`config.mk`:
```
export PLATFORM = sky130hd
export DESIGN_NAME = mm_regs_arbiter
export DESIGN_NICKNAME = d
export VERILOG_FILES = /design/src/rtl/mm_regs_arbiter.sv
export SDC_FILE = /design/constraint.sdc
export NUM_CORES = 1
export LEC_CHECK = 0
export ABC_AREA = 0
export CORE_MARGIN = 8
export CORE_UTILIZATION = 39
export CTS_CLUSTER_SIZE = 14
export DETAILED_ROUTE_END_ITERATION = 8
export PLACE_DENSITY = 0.81
export SYNTH_ARGS = -nofsm -noshare
export SYNTH_HDL_FRONTEND = slang
export SYNTH_SLANG_ARGS = --single-unit
export TNS_END_PERCENT = 100
```
`constraint.sdc`:
```
create_clock -name mm_clk -period 1.8 [get_ports mm_clk]
set_input_delay 0.36 -clock mm_clk [delete_from_list [all_inputs] [get_ports mm_clk]]
set_output_delay 0.36 -clock mm_clk [all_outputs]
set_load 0.01 [all_outputs]
```
`src/rtl/mm_regs_arbiter.sv`:
```
// mm_regs_arbiter: round-robin arbiter sharing one register-bridge Avalon-MM slave among NUM_MASTERS masters.
// Define MM_ARB_TIMEOUT_EN to force-complete reads that stall in RESP for RESP_TIMEOUT cycles.
module mm_regs_arbiter #(
    parameter int NUM_MASTERS  = 2,
    parameter int ADDR_SIZE    = 4,
    parameter int RESP_TIMEOUT = 2048
) (
    input  logic                             mm_clk,
    input  logic                             rst_n,
    input  logic [NUM_MASTERS*ADDR_SIZE-1:0] m_address,
    input  logic [NUM_MASTERS-1:0]           m_read,
    input  logic [NUM_MASTERS-1:0]           m_write,
    input  logic [NUM_MASTERS*32-1:0]        m_writedata,
    input  logic [NUM_MASTERS*4-1:0]         m_byteenable,
    output logic [NUM_MASTERS-1:0]           m_waitrequest,
    output logic [31:0]                      m_readdata,
    output logic [NUM_MASTERS-1:0]           m_readdatavalid,
    output logic [ADDR_SIZE-1:0]             s_address,
    output logic                             s_read,
    output logic                             s_write,
    output logic [31:0]                      s_writedata,
    output logic [3:0]                       s_byteenable,
    input  logic                             s_waitrequest,
    input  logic [31:0]                      s_readdata,
    input  logic                             s_readdatavalid,
    output logic [15:0]                      err_count
);
    localparam int GW = $clog2(NUM_MASTERS);

    if (NUM_MASTERS < 2 || NUM_MASTERS > 8 || RESP_TIMEOUT < 1 || RESP_TIMEOUT > 65536) begin : g_bad_cfg
        $error("mm_regs_arbiter: unsupported parameter set");
    end

    typedef enum logic [1:0] {IDLE, CMD, RESP, REJECT} state_t;

    state_t                 state, state_nxt;
    logic [GW-1:0]          rr_ptr, grant, win, grant_inc;
    logic                   found, is_write, done, tmo;
    logic [NUM_MASTERS-1:0] req, rdv;
    logic [ADDR_SIZE-1:0]   addr_q, sel_addr;
    logic [31:0]            wdata_q, sel_data, readdata;
    logic [3:0]             sel_be;
    logic                   sel_wr;

    assign req = m_read | m_write;

    // Highest offset first so the lowest offset from rr_ptr is the last (winning) assignment.
    always_comb begin
        int idx;
        win   = rr_ptr;
        found = 1'b0;
        idx   = 0;
        for (int i = NUM_MASTERS - 1; i >= 0; i--) begin
            idx = int'(rr_ptr) + i;
            idx = idx >= NUM_MASTERS ? idx - NUM_MASTERS : idx;
            if (req[GW'(idx)]) begin
                win   = GW'(idx);
                found = 1'b1;
            end
        end
    end

    always_comb begin
        sel_addr = '0;
        sel_data = '0;
        sel_be   = '0;
        sel_wr   = 1'b0;
        for (int k = 0; k < NUM_MASTERS; k++)
            if (GW'(k) == win) begin
                sel_addr = m_address[k*ADDR_SIZE +: ADDR_SIZE];
                sel_data = m_writedata[k*32 +: 32];
                sel_be   = m_byteenable[k*4 +: 4];
                sel_wr   = m_write[k];
            end
    end

    assign grant_inc = grant == GW'(NUM_MASTERS - 1) ? '0 : grant + 1'b1;

    always_comb begin
        state_nxt     = state;
        done          = 1'b0;
        m_waitrequest = '1;
        case (state)
            IDLE:   state_nxt = !found ? IDLE : (sel_wr && sel_be != 4'hF) ? REJECT : CMD;
            CMD: begin
                m_waitrequest[grant] = s_waitrequest;
                if (!s_waitrequest) begin
                    state_nxt = is_write ? IDLE : RESP;
                    done      = is_write;
                end
            end
            RESP: if (s_readdatavalid || tmo) begin
                state_nxt = IDLE;
                done      = 1'b1;
            end
            REJECT: begin
                m_waitrequest[grant] = 1'b0;
                state_nxt            = IDLE;
                done                 = 1'b1;
            end
            default: state_nxt = IDLE;
        endcase
    end

    always_ff @(posedge mm_clk or negedge rst_n)
        if (!rst_n) state <= IDLE;
        else        state <= state_nxt;

    always_ff @(posedge mm_clk or negedge rst_n)
        if (!rst_n) begin
            rr_ptr    <= '0;
            grant     <= '0;
            is_write  <= 1'b0;
            addr_q    <= '0;
            wdata_q   <= '0;
            readdata  <= '0;
            rdv       <= '0;
            err_count <= '0;
        end else begin
            rdv <= '0;
            if (state == IDLE && found) begin
                grant    <= win;
                addr_q   <= sel_addr;
                wdata_q  <= sel_data;
                is_write <= sel_wr;
            end
            if (done) rr_ptr <= grant_inc;
            // Real data wins over a timeout landing on the same cycle.
            if (state == RESP && (s_readdatavalid || tmo)) begin
                readdata   <= s_readdatavalid ? s_readdata : 32'hDEAD_BEEF;
                rdv[grant] <= 1'b1;
            end
            if (state == REJECT && err_count != 16'hFFFF) err_count <= err_count + 1'b1;
        end

`ifdef MM_ARB_TIMEOUT_EN
    logic [15:0] tmo_cnt;

    always_ff @(posedge mm_clk or negedge rst_n)
        if (!rst_n) tmo_cnt <= '0;
        else        tmo_cnt <= state == RESP ? tmo_cnt + 1'b1 : '0;

    assign tmo = state == RESP && tmo_cnt == 16'(RESP_TIMEOUT - 1);
`else
    assign tmo = 1'b0;
`endif

    assign s_read          = state == CMD && !is_write;
    assign s_write         = state == CMD && is_write;
    assign s_address       = addr_q;
    assign s_writedata     = wdata_q;
    assign s_byteenable    = 4'hF;
    assign m_readdata      = readdata;
    assign m_readdatavalid = rdv;
endmodule

```
# --- Word level (Yosys, flattened, before mapping) ---
# Index checks and enable logic that the tools add are counted.
totals:
  reg_bits: 91
  inputBits: 120
  elab_cells: 69
classes:
  reduce_logical: 10
  n_mux: 29
  n_bitwise: 3
  magnitude_cmp: 6
  n_eq_ne: 7
  addsub: 5
op_table:
  columns: ["operator", "count"]
  rows:
  - ["$mux 32", 2]
  - ["$add 16x1->16 const B", 1]
  - ["$ne 16x16->1 const B", 1]
  - ["$mux 1", 15]
  - ["$mux 2", 6]
  - ["$mux 4", 2]
  - ["$pmux 2 s4", 1]
  - ["$logic_and 1x1->1", 7]
  - ["$lt 1x3->1 const B", 2]
  - ["$eq 2x2->1 const B", 2]
  - ["$ne 2x2->1 const B", 2]
  - ["$ne 4x4->1 const B", 1]
  - ["$pmux 2 s2", 1]
  - ["$pmux 1 s3", 1]
  - ["$add 1x1->2 const B", 1]
  - ["$eq 2x1->1 const B", 1]
  - ["$ge 1x2->1 const B", 1]
  - ["$ge 2x2->1 const B", 1]
  - ["$logic_not 2->1", 1]
  - ["$lt 1x2->1 const B", 1]
  - ["$not 2->2", 1]
  - ["$or 2x2->2", 1]
  - ["$reduce_and 2->1", 1]
  - ["$sub 1x1->1 const B", 2]
  - ["other kinds (5)", 5]

# --- Depth between registers and ports, before layout ---
# Gate-level depths: netlist of the first run.
depth:
  word_depth: 14
  ltp_mapped: 5

# --- Worst setup path after synthesis of the first run ---
# OpenSTA, ideal clock, no wires.
synth_path:
  kind: "reg-to-reg"
  startpoint: "register err_count[0]"
  endpoint: "register err_count[14]"
  slack_ns: 0.110
  stages_incl_launch_ff: 6
  setup_time_ns: 0.079
  arrival_ns: 1.611
  n_path_buf: 0
  required_time_ns: 1.721
  cell_sequence: "dfrtp_1 ha_1 nand3_4 or3_4 nor4_2 xor2_1"
synth_between:
  elab_chain_len: 2
  elab_cells_between_ends: 3
  classes_between: "1 x add/sub; 1 x eq/ne; 1 x reduce/logical"
synth_lines:
  columns: ["element", "line", "source"]
  rows:
  - ["start: declaration", "26", "output logic [15:0] err_count"]
  - ["start signal: assignment", "133", "if (state == REJECT && err_count != 16'hFFFF) err_count <= err_count + 1'b1;"]
  - ["parallel branches: the longest is 2 deep, another holds $add 16x1->16", null, null]
# Several ways; the timed one is not identified.
# A chain may end at the register's enable or synchronous reset.

# --- Worst setup path after layout of the first run ---
layout_path:
  startpoint: "register err_count[4]"
  endpoint: "output err_count[4]"
# No word-level cell between the ends.

==> flow_summary_export.csv, run 1 <==
group,metric,value,unit
global_routing,antenna_found_initial,0,
worst_setup_path,worst_path_dominant_cell_family,"buffers and inverters",
floorplan,die_x,118,um
worst_hold_path,hp-class,"in -> async",
floorplan,die_h,118,um
power_and_ir_drop,power,9.85,mW
worst_setup_path,start_kind,"flop",
synth,synth_area_leader_cell,"dfrtp_1",
floorplan,pin_count,214,
synth,synth.top_cells.by_area,"dfrtp_1 57%, mux2_2 9.5%, mux2i_1 9.4%",
clocking,clock_path_buffers,2,
worst_setup_path,criticalPathCategory,"reg -> out",
route,vias_per_cell,4.90,
worst_setup_path,r2r_end,"err_count[14]$_DFFE_PN0P_",
worst_setup_path,rrSetupSlack,120,ps
synth,synth_top_area_share,56.6,%
global_routing,grt_pass1_vias,3885,
timing,timing.fmax,574,MHz
job,cap_viol_max_count,0,
floorplan,initial_core_util,39.5,%
worst_setup_path,critPathBufInv,1,
timing,setup_viol_count_final,0,
final_layout,final_cell_mix,"202 x clkdlybuf4s50_1, 84 x dfrtp_1, 45 x nor2_1",
global_routing,grt_remaining_overflow,0,
synth,synth_edf_count,0,
timing,rsz0062_at_grt,"false",
worst_setup_path,max_stage_delay,580,ps
floorplan,row_count,37,
route,vias,3482,
synth,syn_inst,343,
synth,synth_area_per_cell,11.7,um^2
worst_setup_path,crit_path_cell_trace,"clkdlybuf4s50_1",
synth,ys_seq_elements,91,
route,wl_per_cell,17.5,um
final_layout,nFillCells,819,
synth,syn-cell-area,4030,um^2
timing,min_period_over_period,96.7,%
worst_setup_path,r2r-start,"err_count[1]$_DFFE_PN0P_",
worst_setup_path,cp.depth,1,
final_layout,final_common_cell,"clkdlybuf4s50_1",
power_and_ir_drop,peakVddDrop,0.888,mV
route,drt_iter0_drc,139,
synth,yosysUniqueCellTypes,39,
worst_setup_path,end_kind,"output port",
global_routing,grt_pass1_wl,20000,um
placed_design,dp_slack,-227,ps
final_layout,areaGrowthSynthToFinish,65.9,%
route,firstDrtPassIters,4,
worst_setup_path,critPathRequiredTime,1440,ps
clocking,cts_buffers,9,
run_status,status,"complete, no violations",
final_layout,finalNetCount,692,
route,drc,0,
timing,fin_worst_skew,7.76,ps
timing,finalSetupTns,0,ps
power_and_ir_drop,power_density,1470,nW/um^2
placed_design,place.gp.congestion,0.813,
route,wl,12400,um
worst_setup_path,path_max_fanout,5,
synth,async_flop_share,100,%
clocking,clock_latency,350,ps
clocking,clk_pin_slew,90,ps
route,antenna_left,0,
worst_setup_path,critPathLaunch,"err_count[4]$_DFFE_PN0P_",
global_routing,grtUsageTotal,17.7,%
clocking,cts.sinks,91,
synth,ys_seq_area_share,56.6,%
timing,hold_viol,0,
clocking,cts.htree.levels,3,
placed_design,io_buffers,208,
global_routing,grt_max_degree,38,
power_and_ir_drop,leakagePower,2.85,nW
clocking,cts_root_buffer,"clkbuf_8",
timing,period_needed,1740,ps
synth,ys.flop_type,"dfrtp_1",
worst_setup_path,endpoint,"err_count[4]",
clocking,cts_tree,"yes",
floorplan,dieArea,13800,um^2
final_layout,drive_above_1_share,16.9,%
timing,slew_viol_final,0,
worst_setup_path,arrival,1380,ps
timing,worst_slack,58.6,ps
worst_setup_path,reg2regPathDepth,5,
final_layout,n_antenna_cell,0,
floorplan,core,10200,um^2
synth,ys_warn_count,0,
worst_setup_path,cpMaxStageDelayCell,"clkdlybuf4s50_1",
placed_design,dpl.hpwl,9880,um
-- worst min-delay path by stage --
stage                                             to  slack (ps)   from
after CTS                 s_writedata[7]$_DFFE_PN0P_         460  rst_n
after global placement    s_writedata[7]$_DFFE_PN0P_         300  rst_n
final                     s_writedata[7]$_DFFE_PN0P_         460  rst_n
after global routing       err_count[10]$_DFFE_PN0P_         470  rst_n
after detailed placement  s_writedata[7]$_DFFE_PN0P_         300  rst_n
after floorplan             err_count[0]$_DFFE_PN0P_          60  rst_n
-- state kept, by name (all words and copies together), names as in the netlist --
name / count
rr_ptr: 1
state: 2
s_address: 4
s_writedata: 32
m_readdata: 32
err_count: 16
is_write: 1
grant: 1
m_readdatavalid: 2
-- power breakdown --
part	switching [mW]	internal (mW)	total (mW)
clock	0.725	0.680	1.41
combinational	2.08	2.86	4.94
sequential	0.578	2.93	3.51
-- area by class of cell --
cell class / instances / area [um^2] / area share, %
Tap cell: 136 / 170 / 2.55
Clock buffer: 10 / 138 / 2.06
Multi-Input combinational cell: 228 / 1650 / 24.8
Inverter: 5 / 18.8 / 0.281
Clock inverter: 5 / 63.8 / 0.955
Timing Repair Buffer: 236 / 2350 / 35.2
Sequential cell: 91 / 2290 / 34.2
-- stage by stage --
step | hold slack, ps | area [um^2] | util, % | std cells
2_1_floorplan | 64.4 | 4040 | - | 346
3_3_place_gp | 295 | 6430 | 63.1 | 690
3_5_place_dp | 297 | 6430 | 63.1 | 690
4_1_cts | 457 | 6650 | 65.3 | 707
5_1_grt | 471 | 6680 | 65.6 | 711
6_report | 460 | 6680 | 65.6 | 711
-- cells by family (layout without fill, tap and decap cells) --
kind of cell,Yosys count,count (layout),share of synthesized area [%]
fa+ha+maj,1,1,0.311
buf+inv,27,256,3.17
mux,72,72,19.0
simple gates,87,87,11.4
flops,91,91,56.6
other cells,1,4,0.0931
xor+xnor,11,11,2.39
compound gates,53,53,7.09
-- per-layer routing --
| metal | global-route usage, % | wire length (um) | vias up |
|---|---|---|---|
| met2 | 33.3 | 6960 | 104 |
| met3 | 6.19 | 835 | 17 |
| met1 | 17.9 | 4480 | 1717 |
| li1 | - | - | 1644 |
| met5 | 0 | 0 | - |
| met4 | 5.52 | 173 | 0 |
-- cells in the mapped netlist (2+ instances only) --
cell	instances
inv_1	5
nand4_1	8
a21oi_1	41
dfrtp_1	91
xor2_1	7
nor2_1	45
nor2b_1	2
nand2_1	7
xnor2_1	4
nor3b_1	2
nand3_1	4
o211ai_1	2
o21ai_0	4
buf_2	9
mux2i_1	38
a31oi_1	2
buf_4	4
clkbuf_1	9
nor3_1	5
nand3b_1	2
mux2_2	34
-- what timing repair did --
item                                    4_1_cts  5_1_grt
hold buffers                                  1        0
resized for setup                            10       11
hold endpoints to repair                     24        0
endpoints found under the setup margin        8       11
pin swaps                                     0        0
buffers inserted                              1        4
(Power assumes the default switching activity.)
==> inputs of run 2 (changes only) <==
--- a/config.mk
+++ b/config.mk
@@ -6,7 +6,7 @@
 export NUM_CORES = 1
 export LEC_CHECK = 0
 export ABC_AREA = 0
-export CORE_MARGIN = 8
+export CORE_MARGIN = 2
 export CORE_UTILIZATION = 39
 export CTS_CLUSTER_SIZE = 14
 export DETAILED_ROUTE_END_ITERATION = 8
==> run 2 against run 1 <==
Worst setup slack better by 21 ps. Via count down 1.3%. Maximum frequency up 1.2%. Clock power about the same. Power down 1.8%. Core utilization down 0.72 points. Sequential share of layout area up 0.34 points. Global-route usage up 2.0 points. Sequential power about the same. Combinational power down 3%. Die area down 19%. Largest power group unchanged. Clock skew up 7.2 ps.
==> flow_summary_export.csv, run 2 (synthesis results as in run 1) <==
group,metric,value,unit
global_routing,grtUsageTotal,19.7,%
floorplan,initial_core_util,39.5,%
floorplan,row_count,37,
global_routing,antenna_found_initial,0,
clocking,clock_path_buffers,2,
global_routing,grt_pass1_vias,3557,
clocking,cts_root_buffer,"clkbuf_8",
placed_design,dpl.hpwl,8090,um
timing,hold_viol,0,
worst_setup_path,cp.depth,1,
route,drc,0,
floorplan,core,10200,um^2
clocking,cts.sinks,91,
worst_setup_path,end_kind,"output port",
route,firstDrtPassIters,6,
final_layout,final_cell_mix,"202 x clkdlybuf4s50_1, 86 x dfrtp_1, 45 x nor2_1",
route,wl_per_cell,15.2,um
route,wl,10700,um
worst_setup_path,arrival,1360,ps
timing,finalSetupTns,0,ps
final_layout,finalNetCount,683,
placed_design,place.gp.congestion,0.787,
global_routing,grt_max_degree,87,
route,drt_iter0_drc,128,
clocking,cts_buffers,9,
route,vias,3437,
job,cap_viol_max_count,0,
final_layout,n_antenna_cell,0,
floorplan,die_x,106,um
worst_setup_path,endpoint,"err_count[13]",
final_layout,drive_above_1_share,15.3,%
timing,setup_viol_count_final,0,
worst_setup_path,criticalPathCategory,"reg -> out",
final_layout,areaGrowthSynthToFinish,64.1,%
worst_setup_path,start_kind,"flop",
clocking,clock_latency,350,ps
worst_setup_path,critPathRequiredTime,1440,ps
worst_setup_path,worst_path_dominant_cell_family,"buffers and inverters",
route,vias_per_cell,4.89,
worst_setup_path,max_stage_delay,570,ps
power_and_ir_drop,peakVddDrop,0.798,mV
placed_design,io_buffers,208,
timing,slew_viol_final,0,
timing,fin_worst_skew,15.0,ps
worst_setup_path,r2r-start,"err_count[1]$_DFFE_PN0P_",
worst_setup_path,critPathLaunch,"err_count[13]$_DFFE_PN0P_",
floorplan,dieArea,11200,um^2
timing,timing.fmax,581,MHz
worst_setup_path,r2r_end,"err_count[14]$_DFFE_PN0P_",
timing,min_period_over_period,95.6,%
timing,period_needed,1720,ps
final_layout,final_design_area_no_fill,6610,um^2
final_layout,final_common_cell,"clkdlybuf4s50_1",
final_layout,nFillCells,777,
power_and_ir_drop,leakagePower,2.82,nW
worst_setup_path,cpMaxStageDelayCell,"clkdlybuf4s50_1",
run_status,status,"complete, no violations",
route,antenna_left,0,
worst_setup_path,rrSetupSlack,90,ps
clocking,cts_tree,"yes",
floorplan,die_h,106,um
worst_hold_path,hp-class,"in -> async",
worst_setup_path,crit_path_cell_trace,"clkdlybuf4s50_1",
worst_setup_path,critPathBufInv,1,
worst_setup_path,path_max_fanout,6,
clocking,cts.htree.levels,3,
global_routing,grt_pass1_wl,17400,um
floorplan,pin_count,214,
clocking,clk_pin_slew,100,ps
placed_design,postPlaceCellArea,6380,um^2
power_and_ir_drop,power_density,1460,nW/um^2
global_routing,grt_remaining_overflow,0,
power_and_ir_drop,power,9.68,mW
worst_setup_path,reg2regPathDepth,5,
==> run 2: cell count changes in the layout (fill, tap and decap cells not counted), moves of 2 or more <==
cell / change
clkinv_2: +2
dfrtp_1: +2
dfrtp_2: -2
buf_4: -8
clkinv_4: -2
==> run 2: worst min-delay path by stage <==
stage               startpoint                          end  depth (start not counted)
finish                   rst_n  s_writedata[19]$_DFFE_PN0P_                          2
global route             rst_n     s_address[0]$_DFFE_PN0P_                          2
CTS                      rst_n  s_writedata[19]$_DFFE_PN0P_                          2
detailed placement       rst_n  s_writedata[24]$_DFFE_PN0P_                          1
global placement         rst_n     s_address[0]$_DFFE_PN0P_                          1
floorplan                rst_n     err_count[0]$_DFFE_PN0P_                          0
==> run 2: final cells by class <==
class | instances | area [um^2] | share of cell area, %
multi-input cells | 228 | 1660 | 25.1
well taps | 136 | 170 | 2.58
repair buffers | 227 | 2280 | 34.5
clock inverters | 7 | 76.3 | 1.16
inverters | 5 | 18.8 | 0.284
clock buffers | 9 | 124 | 1.87
flip-flops and latches | 91 | 2280 | 34.6
==> run 2: power breakdown <==
group          total (mW)  internal, mW  switching (mW)
sequential           3.50          2.93           0.566
clock                1.41         0.655           0.755
combinational        4.77          2.77            2.00
==> run 2: metrics by stage <==
stage | hold WS (ps) | util (%) | worst slack [ps] | instances
2_1_floorplan | 64.4 | - | 110 | 346
4_1_cts | 339 | 64.8 | 7.81 | 703
6_report | 359 | 64.9 | 79.9 | 703
3_5_place_dp | 181 | 62.6 | -269 | 685
5_1_grt | 331 | 64.9 | -20.0 | 703
3_3_place_gp | 175 | 62.6 | -272 | 685
==> run 2: metal layers <==
metal	vias up	track usage (%)	wire length [um]
met3	14	6.56	803
met1	1662	23.5	4250
met5	-	0	0
met2	129	33.9	5470
li1	1632	-	-
met4	0	5.83	167
==> run 2: repair_timing <==
action                                  CTS  global route
hold endpoints to repair                  5             0
endpoints found under the setup margin    5             9
gates resized for setup                   8             9
pin swaps                                 0             0
buffers inserted                          1             0
hold buffers                              1             0
==> patch, RTL diff (settings of run 1) <==
`ADDR_SIZE`: 4 -> 2.
--- a/src/rtl/mm_regs_arbiter.sv
+++ b/src/rtl/mm_regs_arbiter.sv
@@ -2,7 +2,7 @@
 // Define MM_ARB_TIMEOUT_EN to force-complete reads that stall in RESP for RESP_TIMEOUT cycles.
 module mm_regs_arbiter #(
     parameter int NUM_MASTERS  = 2,
-    parameter int ADDR_SIZE    = 4,
+    parameter int ADDR_SIZE    = 2,
     parameter int RESP_TIMEOUT = 2048
 ) (
     input  logic                             mm_clk,
Ports: changed (resized m_address and s_address); port bits go from 214 to 208. The function was not compared with the original's and may differ.
==> patch against run 1 <==
- setup slack better by 10 ps
- combinational power fell by 1%
- cell area decreased by 1.2%
- synthesized area fell by 1.7%
- die area shrank 1.5%
- sequential power shrank 4%
- wire length decreased by 3.7%
- total power rose by 2.1%
- sequential cell count decreased by 2
- worst hold slack gained 3.9 ps
- critical path type unchanged
- largest cell class unchanged
==> patch: results (changes against run 1) <==
Synth
  – Register area share after synthesis: 0.563 (-0.00281)
  – Prevailing post-synth register cell: dfrtp_1
  – Compound-Gate Fraction of Synth Area: 0.0759 (+0.00503)
  – Post-synthesis mux area share: 0.194 (+0.00488)
  – Post-synthesis cell count: 339 (-1.2%)
  – Yosys cell types: 37 (-5.1%)
  – Area contributors post-synth: dfrtp_1, mux2_2, mux2i_1
  – Post-Synth Adder-Cell Area: 0.00316 (+0.0000540)
  – Post-Synth XOR/XNOR Area: 0.0155 (-0.00844)
  – Synth cell count leaders: dfrtp_1, nor2_1, a21oi_1

Pwr
  – P_seq: 3.37 mW (-4%)
  – PD cells: 1520 nW/um^2 (+3.3%)
  – Comb group: 4.87 mW (-1%)
  – Maximum vdd drop: 0.774 mV (-13%)
  – Cell leakage power: 2.88 nW (+1.0%)
  – Switching share of power: 0.330 (-0.0134)
  – Power, Total: 10.1 mW (+2.1%)

Routing
  – Metal3 WL: 1.08 mm (+30%)
  – Met2 wire length: 6.36 mm (-8.6%)
  – Vias per std cell: 4.86 (-0.78%)
  – Avg WL per Cell: 17.2 um (-1.6%)
  – Initial DRC Count: 117 (-16%)
  – Pre-Repair DR Iteration Count: 6 (+2)
  – Via count: 3,382 (-2.9%)
  – WL met1: 4.34 mm (-3.2%)

Floorplan
  – FP Rows: 36 (-2.7%)

Setup path
  – Crit path largest cell delay: 580 ps (about the same)
  – CP max-delay cell: clkdlybuf4s50_1
  – Critical Path AT: 1370 ps

Cells and area
  – Final antenna diode count: 0 (unchanged)
  – Clk tree area frac: 0.0409 (+0.0108)
  – Signal inverters: 4 (-1)
  – #MultiIn Comb: 227 (-0.44%)
  – Seq/total area: 0.338 (-0.00375)
  – # fillers: 771 (-5.9%)
  – NonClk Buf Share: 0.346 (-0.00553)
  – Fraction of area in multi-input gates: 0.247 (-0.000693)
  – Non-Clock Buffer Count: 227 (-3.8%)
  – Share of layout cells above drive strength 1: 0.172 (+0.00360)
  – FF+latch count: 89 (-2.2%)

Clock tree
  – Worst skew pair latency: 360 ps
  – CTS H-tree lvls: 3 (unchanged)
  – Clock transition at the registers of the reported paths: 90 ps (about the same)

Timing
  – Clock Skew: 13.3 ps (+5.50 ps)
  – Pins Over Slew Limit: 0 (unchanged)

Placed design
  – DP Cell Count: 678 (-1.7%)
  – Hpwl dp: 9.81 mm (-0.74%)
  – Pre-CTS setup slack: -241 ps (-13.9 ps)
  – IO buf count: 202 (-2.9%)
  – Routability cong.: 0.839 (+3.1%)
  – Post-Place Cell Area: 6290 um^2 (-2.1%)

Global route
  – Met3 Use GR: 0.0760 (+0.0141)
  – Pin count of the biggest net entering global routing: 42 (+11%)
  – Met2 Use GR: 0.327 (-0.00516)
  – Total track usage: 0.182 (+0.00481)
  – Number of global-route vias before repair: 3,848 (-0.95%)
  – Met1 usage: 0.187 (+0.00818)
  – First-pass GRT wire length: 19.1 mm (-4.2%)

Outcome
  – Status: finished clean
==> patch: cell types whose count changed in the layout (fill, tap and decap cells not counted), sizes merged, moves of 3 or more <==
cell           before  now
clkbuf             13   10
xnor2               4    1
dlymetal6s2s        0    4
nand3               5   10
bufinv              1    4
nor3                6    3
clkdlybuf4s50     202  193
clkinv              3    0
==> patch: path summary, 6_finish.rpt <==
| check | depth (start not counted) | end | start | slack, ps |
|---|---|---|---|---|
| min in group mm_clk | 1 | m_readdata[12] | m_readdata[12] | 510 |
| min reg2reg | 1 | m_readdata[12] | m_readdata[12] | 510 |
| min | 2 | s_writedata[8] | rst_n | 460 |
| max | 1 | err_count[14] | err_count[14] | 70 |
| max in group asynchronous | 3 | s_writedata[13] | rst_n | 710 |
| max reg2reg | 5 | err_count[15] | state[0] | 110 |
==> patch: what timing repair did <==
action	4_1_cts	5_1_grt
pin swaps	0	2
setup endpoints to repair	4	14
cloned	0	0
hold buffers	1	0
endpoints found under the hold margin	28	0
setup buffers	1	0
resized for setup	11	15
